`src/rtl/cla28_arb_pkg.sv`:
```
// Shared types and helpers for the CLA28 share arbiter.
// Build option: CLA28_ARB_PRIO0_EN gives requester 0 strict priority.
package cla28_arb_pkg;
  localparam int DATA_W = 28;

  typedef logic [DATA_W-1:0] opnd_t;

  function automatic int clog2(input int n);
    int r;
    r = 0;
    for (int v = n - 1; v > 0; v = v >> 1) r++;
    return r;
  endfunction
endpackage

```
`src/rtl/cla28_share_arbiter_cla.sv`:
```
// 28-bit carry-lookahead adder: 4-bit groups, group carries from lookahead.
// Carry-out is not produced; the sum wraps modulo 2^28.
module CLA28bit
  import cla28_arb_pkg::*;
(
  input  opnd_t a,
  input  opnd_t b,
  output opnd_t sum
);
  localparam int NB = DATA_W / 4;

  logic [DATA_W-1:0] w_g;
  logic [DATA_W-1:0] w_p;
  logic [DATA_W-1:0] w_c;
  logic [NB-1:0]     w_bg;
  logic [NB-1:0]     w_bp;
  logic [NB-1:0]     w_bc;

  assign w_g = a & b;
  assign w_p = a ^ b;

  always_comb begin
    w_bg = '0;
    w_bp = '0;
    for (int j = 0; j < NB; j++) begin
      w_bg[j] = w_g[4*j+3]
              | (w_p[4*j+3] & w_g[4*j+2])
              | (w_p[4*j+3] & w_p[4*j+2] & w_g[4*j+1])
              | (w_p[4*j+3] & w_p[4*j+2] & w_p[4*j+1] & w_g[4*j]);
      w_bp[j] = &w_p[4*j +: 4];
    end
  end

  // Group carry-in is a lookahead over all lower groups (carry-in 0).
  always_comb begin
    logic acc;
    w_bc = '0;
    for (int j = 0; j < NB; j++) begin
      acc = 1'b0;
      for (int k = 0; k < j; k++) acc = w_bg[k] | (w_bp[k] & acc);
      w_bc[j] = acc;
    end
  end

  always_comb begin
    w_c = '0;
    for (int j = 0; j < NB; j++) begin
      w_c[4*j]   = w_bc[j];
      w_c[4*j+1] = w_g[4*j] | (w_p[4*j] & w_bc[j]);
      w_c[4*j+2] = w_g[4*j+1]
                 | (w_p[4*j+1] & w_g[4*j])
                 | (w_p[4*j+1] & w_p[4*j] & w_bc[j]);
      w_c[4*j+3] = w_g[4*j+2]
                 | (w_p[4*j+2] & w_g[4*j+1])
                 | (w_p[4*j+2] & w_p[4*j+1] & w_g[4*j])
                 | (w_p[4*j+2] & w_p[4*j+1] & w_p[4*j] & w_bc[j]);
    end
  end

  assign sum = w_p ^ w_c;
endmodule

```
`src/rtl/cla28_share_arbiter_rr.sv`:
```
// Mask-based round-robin arbiter: search from ptr upward, wrap to 0.
// Outputs a one-hot grant and its encoded index; all zero when en=0.
module rr_arbiter #(
  parameter int N  = 4,
  parameter int IW = 2
) (
  input  logic [N-1:0]  req,
  input  logic [IW-1:0] ptr,
  input  logic          en,
  output logic [N-1:0]  gnt,
  output logic [IW-1:0] idx
);
  logic [N-1:0] w_mask;
  logic [N-1:0] w_hi;
  logic [N-1:0] w_sel;

  always_comb begin
    w_mask = '0;
    for (int i = 0; i < N; i++) w_mask[i] = (IW'(i) >= ptr);
  end

  assign w_hi  = req & w_mask;
  assign w_sel = (|w_hi) ? w_hi : req;
  assign gnt   = en ? (w_sel & (~w_sel + N'(1))) : '0;

  always_comb begin
    idx = '0;
    for (int i = 0; i < N; i++) begin
      if (gnt[i]) idx = IW'(i);
    end
  end
endmodule

```
`src/rtl/cla28_share_arbiter.sv`:
```
// One CLA28bit shared by N_REQ requesters with a registered, tagged response.
// Build option: CLA28_ARB_PRIO0_EN gives requester 0 strict priority.
module cla28_share_arbiter
  import cla28_arb_pkg::*;
#(
  parameter int N_REQ = 4,
  parameter int ID_W  = 2,
  parameter int CNT_W = 16
) (
  input  logic                    clk,
  input  logic                    rst_n,
  input  logic [N_REQ-1:0]        req_valid,
  input  logic [N_REQ*DATA_W-1:0] req_a,
  input  logic [N_REQ*DATA_W-1:0] req_b,
  output logic [N_REQ-1:0]        req_ready,
  output logic                    rsp_valid,
  input  logic                    rsp_ready,
  output opnd_t                   rsp_sum,
  output logic [ID_W-1:0]         rsp_id,
  output logic [N_REQ*CNT_W-1:0]  grant_cnt,
  output logic                    busy
);
  if (ID_W != clog2(N_REQ)) begin : g_id_w_chk
    $error("ID_W must equal clog2(N_REQ)");
  end

  logic                   r_rsp_valid;
  opnd_t                  r_rsp_sum;
  logic [ID_W-1:0]        r_rsp_id;
  logic [ID_W-1:0]        r_ptr;
  logic [CNT_W-1:0]       r_cnt [N_REQ];

  logic                   w_free;
  logic                   w_en;
  logic [N_REQ-1:0]       w_rr_req;
  logic                   w_rr_en;
  logic [N_REQ-1:0]       w_rr_gnt;
  logic [ID_W-1:0]        w_rr_idx;
  logic [N_REQ-1:0]       w_gnt;
  logic [ID_W-1:0]        w_idx;
  logic                   w_any;
  logic [ID_W-1:0]        w_ptr_nxt;
  opnd_t                  w_a;
  opnd_t                  w_b;
  opnd_t                  w_sum;

  assign w_free = ~r_rsp_valid | rsp_ready;
  assign w_en   = w_free & rst_n;

`ifdef CLA28_ARB_PRIO0_EN
  localparam logic [ID_W-1:0] PTR_RST = ID_W'(1);
  logic w_p0;
  // Requester 0 bypasses the ring; the ring only ever sees 1..N_REQ-1.
  assign w_p0     = w_en & req_valid[0];
  assign w_rr_req = req_valid & ~N_REQ'(1);
  assign w_rr_en  = w_en & ~req_valid[0];
  assign w_gnt    = w_p0 ? N_REQ'(1) : w_rr_gnt;
  assign w_idx    = w_p0 ? '0 : w_rr_idx;
`else
  localparam logic [ID_W-1:0] PTR_RST = '0;
  assign w_rr_req = req_valid;
  assign w_rr_en  = w_en;
  assign w_gnt    = w_rr_gnt;
  assign w_idx    = w_rr_idx;
`endif

  rr_arbiter #(
    .N  (N_REQ),
    .IW (ID_W)
  ) u_rr (
    .req (w_rr_req),
    .ptr (r_ptr),
    .en  (w_rr_en),
    .gnt (w_rr_gnt),
    .idx (w_rr_idx)
  );

  assign w_any     = |w_gnt;
  assign w_ptr_nxt = (w_rr_idx == ID_W'(N_REQ - 1)) ? PTR_RST
                                                    : w_rr_idx + ID_W'(1);

  always_comb begin
    w_a = '0;
    w_b = '0;
    for (int i = 0; i < N_REQ; i++) begin
      if (w_gnt[i]) begin
        w_a = w_a | req_a[DATA_W*i +: DATA_W];
        w_b = w_b | req_b[DATA_W*i +: DATA_W];
      end
    end
  end

  CLA28bit u_cla (
    .a   (w_a),
    .b   (w_b),
    .sum (w_sum)
  );

  always_ff @(posedge clk or negedge rst_n) begin
    if (!rst_n) begin
      r_rsp_valid <= 1'b0;
      r_rsp_sum   <= '0;
      r_rsp_id    <= '0;
      r_ptr       <= PTR_RST;
      for (int i = 0; i < N_REQ; i++) r_cnt[i] <= '0;
    end else begin
      if (w_free) begin
        r_rsp_valid <= w_any;
        if (w_any) begin
          r_rsp_sum <= w_sum;
          r_rsp_id  <= w_idx;
        end
      end
      if (|w_rr_gnt) r_ptr <= w_ptr_nxt;
      for (int i = 0; i < N_REQ; i++) begin
        if (w_gnt[i]) r_cnt[i] <= r_cnt[i] + CNT_W'(1);
      end
    end
  end

  for (genvar g = 0; g < N_REQ; g++) begin : g_cnt
    assign grant_cnt[CNT_W*g +: CNT_W] = r_cnt[g];
  end

  assign req_ready = w_gnt;
  assign rsp_valid = r_rsp_valid;
  assign rsp_sum   = r_rsp_sum;
  assign rsp_id    = r_rsp_id;
  assign busy      = r_rsp_valid | (|req_valid);
endmodule

```
`config.mk`:
```
export PLATFORM = sky130hd
export DESIGN_NAME = cla28_share_arbiter
export DESIGN_NICKNAME = d
export VERILOG_FILES = /design/src/rtl/cla28_arb_pkg.sv /design/src/rtl/cla28_share_arbiter_cla.sv /design/src/rtl/cla28_share_arbiter_rr.sv /design/src/rtl/cla28_share_arbiter.sv
export SDC_FILE = /design/constraint.sdc
export NUM_CORES = 1
export LEC_CHECK = 0
export CORE_MARGIN = 5
export CORE_UTILIZATION = 40
export DETAILED_ROUTE_END_ITERATION = 8
export PLACE_DENSITY = 0.81
export SETUP_SLACK_MARGIN = 0.15
export SLEW_MARGIN = 20
export SYNTH_ARGS = -nofsm -noshare
export SYNTH_HDL_FRONTEND = slang
export SYNTH_SLANG_ARGS = --single-unit
```
`constraint.sdc`:
```
create_clock -name clk -period 7.5 [get_ports clk]
set_input_delay 0.75 -clock clk [delete_from_list [all_inputs] [get_ports clk]]
set_output_delay 0.75 -clock clk [all_outputs]
set_load 0.02 [all_outputs]
```
==> flow_summary.json <==
{
  "status": "completed",
  "synth_fa_ha_area_share_pct": 8.210,
  "ctsHoldBuffers": 0,
  "rsz0062_at_grt": "false",
  "placedCellCount": 1240,
  "multi_input_area_um2": 3789,
  "layout_commonest_cell": "clkdlybuf4s50_1",
  "syn_inst": 720,
  "synth_edf_count": 0,
  "design.core.area_um2": 15830,
  "die_y_um": 136.8,
  "irDropWorstVdd_mv": 0.1379,
  "io_buffer_count": 330,
  "cp-start-kind": "input pin",
  "power_mw": 2.040,
  "die_w_um": 136.8,
  "fillCellCount": 1310,
  "cts-root-buf": "clkbuf_16",
  "critPathRequiredTime_ns": 7.78,
  "n_antenna_cell": 0,
  "tns_ns": 0,
  "worst_pin_slew_ns": 0.8362,
  "critPathBufInv": 2,
  "dieArea_um2": 18710,
  "vias_per_cell": 5.292,
  "period_needed_ns": 5.450,
  "hold_path_class": "input pin to asynchronous set/reset pin",
  "fin_worst_skew_ns": 0.008074,
  "grt_usage_pct": 23.74,
  "crit_type": "input pin to flop",
  "setup_viol": 0,
  "synth_cell_types": 56,
  "ys_seq_area_share_pct": 37.74,
  "fin_crit_sh_pct": 72.67,
  "vias": 6647,
  "drt_wl_total_mm": 22.81,
  "report.final.slew_viol_count": 0,
  "maxCapViolCount": 0,
  "std_cell_rows": 46,
  "ys_ff_latch": 97,
  "first_pass_iters": 5,
  "crit_chain": "clkdlybuf4s50_1 > nand2b_1 > a211oi_2 > nor2_1 > nor3_4 > buf_4 > a22oi_1 > nand2_1 > ha_1 > a41o_1 > a21oi_1 > o21a_1 > o211a_1 > o31a_1 > o21ai_0 > a21oi_1 > fa_1 > o21ai_0",
  "rrSetupSlack_ns": 2.46,
  "cts.htree.levels": 3,
  "clockBufferDepth": 2,
  "drc": 0,
  "seq_area_um2": 2427,
  "syn2layout_area_growth_pct": 59.47,
  "yosys-mux-area-fraction_pct": 0.8755,
  "overflow": 0,
  "cpLargestDelayFamily": "compound AO/OA/AOI/OAI gates",
  "syn-num-nets": 989,
  "synth_area_per_cell_um2": 8.932,
  "synth-async-reset-ratio_pct": 100.0,
  "clk_pin_slew_ns": 0.07,
  "cp_slowest_cell": "nor3_4",
  "fin_nets": 1304,
  "synth-xor-area-share_pct": 10.49,
  "clk_latency_ns": 0.36,
  "grt_first_pass_wirelength_mm": 34.49,
  "synth_warnings": 0,
  "ioPinCount": 331,
  "postRouteAntennaNets": 0,
  "cts_inserted_buffers": 9,
  "gp_congestion": 0.8515,
  "hold_viol": 0,
  "instances_no_fill": 1256,
  "power_density_nw_per_um2": 198.9,
  "mappedNetlistArea_um2": 6431,
  "cts_resized": 0,
  "synth_top_family_by_area": "compound AO/OA/AOI/OAI gates",
  "end_kind": "flop",
  "post-cts-setup-buffers": 0,
  "clock.fmax_mhz": 183.5,
  "rr_worst_depth": 18,
  "postLayoutCellArea_um2": 10260,
  "reg2reg_to": "rsp_sum[25]",
  "grt_antenna_before_repair": 1,
  "mostFrequentLayoutCells": "clkdlybuf4s50_1, nand2_1, dfrtp_1, a22oi_1, xnor2_1",
  "yosys_most_used_dff": "dfrtp_1",
  "path_max_fanout": 21,
  "max-slew-margin-rel_pct": 44.25,
  "grt_max_degree": 69,
  "final_core_util_pct": 64.80,
  "synth_compound_area_share_pct": 20.21,
  "drt_iter0_markers": 375,
  "wl_per_cell_um": 18.16,
  "cts_tree": "yes",
  "cp.arrival_ns": 5.73,
  "clock-sinks": 97,
  "synthSimpleGateAreaFrac_pct": 18.95,
  "drive_gt1_share_pct": 4.135,
  "r2r-start": "r_ptr[1]",
  "grt_pass1_vias": 6456,
  "cp_slowest_stage_delay_ns": 0.65,
  "p_leak_nw": 4.364,
  "start_util_pct": 40.63,
  "hpwl_mm": 18.12,
  "placed_cell_area_um2": 9950
}
[cell usage after synthesis (2+ instances only)]
library cell	n	area share (%)
and2_1	2	0.19
or3_1	3	0.29
nand2b_1	3	0.29
a22oi_1	96	11
buf_2	10	0.78
o211ai_1	4	0.47
dfrtp_1	97	38
xor2_1	26	3.5
nand2_1	140	8.2
or4_1	3	0.35
a21o_1	3	0.35
o21ai_0	28	2.2
nand3_1	29	2.3
a31oi_1	3	0.29
mux2_2	5	0.88
a32oi_1	2	0.27
ha_1	31	6.0
o21a_1	5	0.58
a211oi_1	2	0.23
xnor2_1	51	6.9
and4_1	3	0.41
nor2_2	2	0.19
inv_1	22	1.3
fa_1	7	2.2
nand4_1	15	1.5
and3_1	21	2.0
nor3_1	7	0.54
buf_1	5	0.29
a21oi_1	15	1.2
nor2_1	31	1.8
clkbuf_1	20	1.2
o21bai_1	2	0.23
or2_2	2	0.19
a211oi_2	3	0.58
[kinds of logic (layout without fill, tap and decap cells)]
group,after synthesis,in the layout
muxes,5,5
AOI/OAI and AO/OA,180,180
buffers and inverters,57,377
and+or+nand+nor,266,266
adders and majority gates,38,38
DFF,97,97
xor gates and xnor gates,77,77
[cell type report]
| type | instances | area share (%) |
|---|---|---|
| multi-input cells | 566 | 36.94 |
| repair buffers | 339 | 32.96 |
| flip-flops and latches | 97 | 23.67 |
| well taps | 216 | 2.635 |
| clock buffers | 9 | 2.196 |
| inverters | 22 | 0.8052 |
| clock inverters | 7 | 0.7930 |
[how the worst max path moves through the flow]
stage	from	to	slack (ns)	depth (start not counted)
after floorplan	req_valid[1]	rsp_sum[25]	2.77	20
after global placement	req_valid[2]	rsp_sum[24]	1.80	18
after detailed placement	req_valid[2]	rsp_sum[24]	1.70	18
after CTS	req_valid[2]	rsp_sum[24]	2.04	18
after global routing	req_valid[2]	rsp_sum[24]	1.63	18
final	req_valid[2]	rsp_sum[24]	2.05	18
[sequential cells by signal, indices dropped and copies added (netlist names)]
| signal | flops |
|---|---|
| grant_cnt | 64 |
| r_ptr | 2 |
| rsp_id | 2 |
| rsp_sum | 28 |
| rsp_valid | 1 |
[per-stage QoR]
stage,setup WS (ns),hold WS (ns)
2_1_floorplan,2.774,0.4544
3_3_place_gp,1.802,0.4584
3_5_place_dp,1.701,0.4607
4_1_cts,2.037,0.3367
5_1_grt,1.633,0.3584
6_report,2.050,0.3367
[per-layer routing]
metal,up-vias,routed length (µm),global-route usage [%]
met4,2,734,9.424
li1,3230,-,-
met2,243,11400,40.39
met3,40,1663,5.441
met1,3132,8992,29.17
met5,-,11,0
[report_power, final]
| part | switching [mW] | leakage [nW] | internal (mW) |
|---|---|---|---|
| Sequential | 0.0885 | 1.29 | 0.620 |
| Combinational | 0.434 | 2.92 | 0.428 |
| Clock | 0.232 | 0.150 | 0.238 |
| Total | 0.754 | 4.36 | 1.29 |
Note: power is estimated with default switching activity, not from simulation.
==> RTL change 1, RTL diff (same flow settings) <==
Add a define of `CLA28_ARB_PRIO0_EN`.
--- a/src/rtl/cla28_share_arbiter.sv
+++ b/src/rtl/cla28_share_arbiter.sv
@@ -1,5 +1,7 @@
 // One CLA28bit shared by N_REQ requesters with a registered, tagged response.
 // Build option: CLA28_ARB_PRIO0_EN gives requester 0 strict priority.
+`define CLA28_ARB_PRIO0_EN
+
 module cla28_share_arbiter
   import cla28_arb_pkg::*;
 #(
Behaviour: not the same (Yosys sat finds a counterexample within 4 cycles, from zero or initial values and one cycle with rst_n low).
==> RTL change 1 against the unedited design <==
- design area decreased by 0.94%
- routed wire length decreased by 1.1%
- total power increased by 9.9%
- sequential cell count unchanged
- area after synthesis about the same
- setup slack improved by 0.48 ns
- hold slack improved by 0.082 ns
- non-clock buffer count decreased by 4
- critical endpoint is now rsp_sum[25]
- sequential share of layout area increased by 0.24 points
- first-iteration DRC count decreased by 4.0%
==> RTL change 1: results (changes against the unedited design) <==
Cells and area
  • Final Net Count: 1291 (-1.0%)
  • Fill cell count: 1342 (+2.4%)
  • Share of layout cells above drive strength 1: 5.26% (+1.1 points)

Logic synthesis
  • Post-synth net total: 982 (-0.71%)
  • Top post-synthesis cells by area: dfrtp_1, a22oi_1, nand2_1
  • Synth warn: 0 (unchanged)
  • Ys async rst share: 100% (unchanged)
  • Sequential area share after synthesis: 37.8% (about the same)
  • Top cells by count, synth: nand2_1, a22oi_1, dfrtp_1, xnor2_1, nor2_1
  • Netlist cell types: 57 (+1.8%)

Place
  • GP Congestion: 0.845 (-0.73%)
  • Placed cell area: 9870 sq um (-0.83%)
  • Post-DP HPWL: 17.9 mm (-1.4%)

Setup path
  • Slowest-stage cell, CP: o211a_2
  • R2r setup slk: 3.04 ns (+0.58 ns)
  • Crit path max fanout: 53 (+150%)
  • RR Startpoint: rsp_valid
  • Critical Path Max Stage Delay: 0.77 ns (+0.12 ns)
  • Arr. time, crit path: 5.18 ns (-0.55 ns)
  • R2r worst-path depth: 16 (-2)
  • Critical path capture point type: flip-flop
  • Reg-to-reg critical path endpoint: rsp_sum[25]
  • Setup crit start: rst_n

Global route
  • Vias in the first global route: 6635 (+2.8%)
  • Tot GR Track Use: 23.5% (-0.28 points)
  • Wire length of the first global-routing pass: 34.4 mm (-0.32%)
  • Initial antenna violation count: 0 (-1)
  • Pin count of the biggest net entering global routing: 65 (-5.8%)

Drt
  • Routed WL: 22.6 mm (-1.1%)
  • DR iter-0 viols: 360 (-4.0%)
  • Vias: 6487 (-2.4%)

Power and ir drop
  • Clock group power: 458 uW (-3%)
  • Sequential share of power: 34.2% (-0.5 points)
  • Part of the power in combinational logic: 45.4% (+3.1 points)
  • VDD IR max: 0.153 mV (+11%)
  • Leakage: 4.37 nW (about the same)
  • Int Pwr: 1.39 mW (+8.4%)

Outcome
  • Outcome: finished, final reports clean

Timing
  • Layout Skew: 0.00656 ns (-0.00151 ns)
  • Max-slew headroom: 31.1% (-13 points)
  • Hold Slack: 0.419 ns (+0.0824 ns)

Clocking
  • CTS clk-pin slew, worst paths: 0.07 ns (about the same)
  • CTS Buf Count: 9 (unchanged)
  • Clk_lat worst skew: 0.35 ns
==> RTL change 1: cell count changes after synthesis, sizes merged, moves of 3 or more <==
| cell | before | now |
|---|---|---|
| a21oi | 15 | 30 |
| o21ai | 29 | 11 |
| xnor2 | 51 | 47 |
| inv | 22 | 25 |
| nor2b | 1 | 5 |
| nand2 | 140 | 111 |
| nor2 | 33 | 52 |
| nand3 | 29 | 33 |
| a21o | 3 | 6 |
==> RTL change 1: final cells by class <==
| type | instances | area, sq um | share of cell area (%) |
|---|---|---|---|
| multi-input cells | 553 | 3720 | 36.7 |
| repair buffers | 335 | 3350 | 33.0 |
| flip-flops and latches | 97 | 2430 | 23.9 |
| well taps | 216 | 270 | 2.66 |
| clock buffers | 12 | 256 | 2.52 |
| inverters | 25 | 93.8 | 0.924 |
| clock inverters | 4 | 36.3 | 0.357 |
==> RTL change 1: cells by family (layout without fill, tap and decap cells) <==
group / after synthesis / in the layout / share of synthesized area, %
XOR/XNOR: 73 / 73 / 9.95
adder cells (fa/ha/maj): 39 / 39 / 8.41
flip-flops: 97 / 97 / 37.8
multiplexers: 6 / 6 / 1.01
AO/OA/AOI/OAI: 172 / 172 / 19.4
AND/OR/NAND/NOR: 263 / 263 / 19.1
buffers and inverters: 62 / 376 / 4.32
==> RTL change 1: metrics by stage <==
| step | std cells | setup slack [ns] |
|---|---|---|
| final | 1242 | 2.53 |
| after global routing | 1242 | 2.14 |
| after CTS | 1242 | 2.51 |
| after detailed placement | 1226 | 2.17 |
| after global placement | 1226 | 2.24 |
| after floorplan | 712 | 3.31 |
==> RTL change 1: per-layer routing <==
layer,wire [um],vias to the layer above,global-route usage [%],share of wire (%)
li1,-,3168,-,-
met1,9240,3020,29.4,41
met2,11000,261,40.1,49
met3,1650,38,4.56,7.3
met4,667,0,8.87,3.0
met5,0,-,0,0
==> RTL change 2, RTL diff (config.mk and constraints unchanged) <==
Without the edit above. Reset style: synchronous (`rst_n`), changed in one clocked block.
--- a/src/rtl/cla28_share_arbiter.sv
+++ b/src/rtl/cla28_share_arbiter.sv
@@ -96,7 +96,7 @@
     .sum (w_sum)
   );
 
-  always_ff @(posedge clk or negedge rst_n) begin
+  always_ff @(posedge clk) begin
     if (!rst_n) begin
       r_rsp_valid <= 1'b0;
       r_rsp_sum   <= '0;
Behaviour: differs if rst_n is asserted again (counterexample within 4 cycles, from zero or initial values and one cycle with rst_n low); with rst_n held inactive, the same outputs for 10 cycles.
==> RTL change 2 against the unedited design <==
- the run now ends with DRC left
- sequential cell count stayed put
- area after synthesis grew 6.8%
- total power shrank 20%
- setup slack worse by 0.36 ns
- clock power is 9.4% lower
- hold slack gained 0.13 ns
- cell count grew 4.8%
- routed wire length rose by 11%
- design area rose by 2.7%
- largest power group is now sequential cells
- highest routed layer unchanged
==> RTL change 2: results (changes against the unedited design) <==
Logic synthesis
  • Ys flop type: edfxtp_1
  • Top post-synthesis cells by area: edfxtp_1, dfxtp_1, nand2_1
  • Sequential area share after synthesis: 37.6% (-0.13 points)
  • Post-synthesis xor/xnor area fraction: 9.18% (-1.3 points)
  • Netlist cell types: 60 (+7.1%)
  • Ys async rst share: 0% (-100 points)
  • Mapped Cells: 778 (+8.1%)
  • Synth Area in Compound Gates: 17.4% (-2.8 points)
  • Top cells by count, synth: nand2_1, nor2_1, edfxtp_1, a222oi_1, xor2_1
  • Post-synth EDFFs: 64 (+64)
  • Multiplexer area fraction after synthesis: 0% (-0.88 points)

Power and ir drop
  • Sequential share of power: 40.2% (+5.5 points)
  • Leakage: 4.09 nW (-6.2%)
  • Power share of the clock group: 26.1% (+3.1 points)
  • Sw power: 509 uW (-33%)
  • Total power: 1.63 mW (-20%)

Place
  • Placed cell area: 10300 sq um (+3.1%)
  • Pre-CTS setup slack: 1.43 ns (-0.273 ns)
  • GP Congestion: 0.885 (+4.0%)
  • Post-DP HPWL: 20.2 mm (+11%)
  • Inst Count DP: 1296 (+4.5%)

Global route
  • Met1 usage: 27.2% (-2.0 points)
  • Tot GR Track Use: 24.4% (+0.64 points)
  • Initial antenna violation count: 5 (+4)
  • GRT met2 Usage: 42.9% (+2.6 points)
  • Vias in the first global route: 7002 (+8.5%)
  • Pin count of the biggest net entering global routing: 58 (-16%)
  • Wire length of the first global-routing pass: 37.7 mm (+9.5%)
  • Met3 Track Usage GR: 5.66% (+0.22 points)

Outcome
  • Outcome: complete, but fails checks
  • Failing checks: DRC

Min path
  • Worst Hold Class: reg2reg

Cells and area
  • Share of layout cells above drive strength 1: 3.59% (-0.55 points)
  • Final Net Count: 1351 (+3.6%)
  • Fill cell count: 1493 (+14%)

Drt
  • Routed WL: 25.2 mm (+11%)
  • DRC errors left: 8 (+8)
  • Metal2 WL: 12.8 mm (+13%)
  • Vias: 7173 (+7.9%)
  • DR pass1 iterations: 9 (+4)
  • Vias/cell: 5.45 (+3.0%)

Setup path
  • Arr. time, crit path: 6.08 ns (+0.35 ns)
  • Cell family with the largest share of critical-path delay: buffers and inverters
  • Crit path max fanout: 57 (+170%)
  • Slowest-stage cell, CP: inv_2
  • RR Startpoint: r_ptr[1]
  • Setup crit start: rst_n

Timing
  • Slew @ Worst Pin: 1.04 ns (+0.206 ns)
  • Layout Skew: 0.00627 ns (-0.00180 ns)

Clocking
  • Clk_lat worst skew: 0.34 ns (-0.02 ns)
## RTL change 2: cell count changes after synthesis, moves of 11 or more
cell | unedited run | this run
dfxtp_1 | 0 | 33
o21ai_0 | 28 | 14
nor2_1 | 31 | 83
edfxtp_1 | 0 | 64
xnor2_1 | 51 | 30
and2_1 | 2 | 17
dfrtp_1 | 97 | 0
a21boi_0 | 0 | 11
nand3_1 | 29 | 40
a222oi_1 | 0 | 54
a22oi_1 | 96 | 0
nand2_1 | 140 | 162
xor2_1 | 26 | 42
## RTL change 2: layout make-up
class                      instances  area [sq um]  share of cell area (%)
multi-input combinational        608          3940                    37.4
timing repair buffer             336          3350                    31.8
sequential                        97          2580                    24.5
tap                              225           282                    2.67
clock buffer                      11           233                    2.21
inverter                          30           113                    1.07
clock inverter                     5          32.5                   0.309
antenna                            4          10.0                  0.0950
## RTL change 2: final timing paths
path | to | slack [ns]
min | rsp_sum[25] | 0.46
min reg2reg | rsp_sum[25] | 0.46
max reg2reg | rsp_sum[21] | 2.29
max | rsp_sum[21] | 1.69
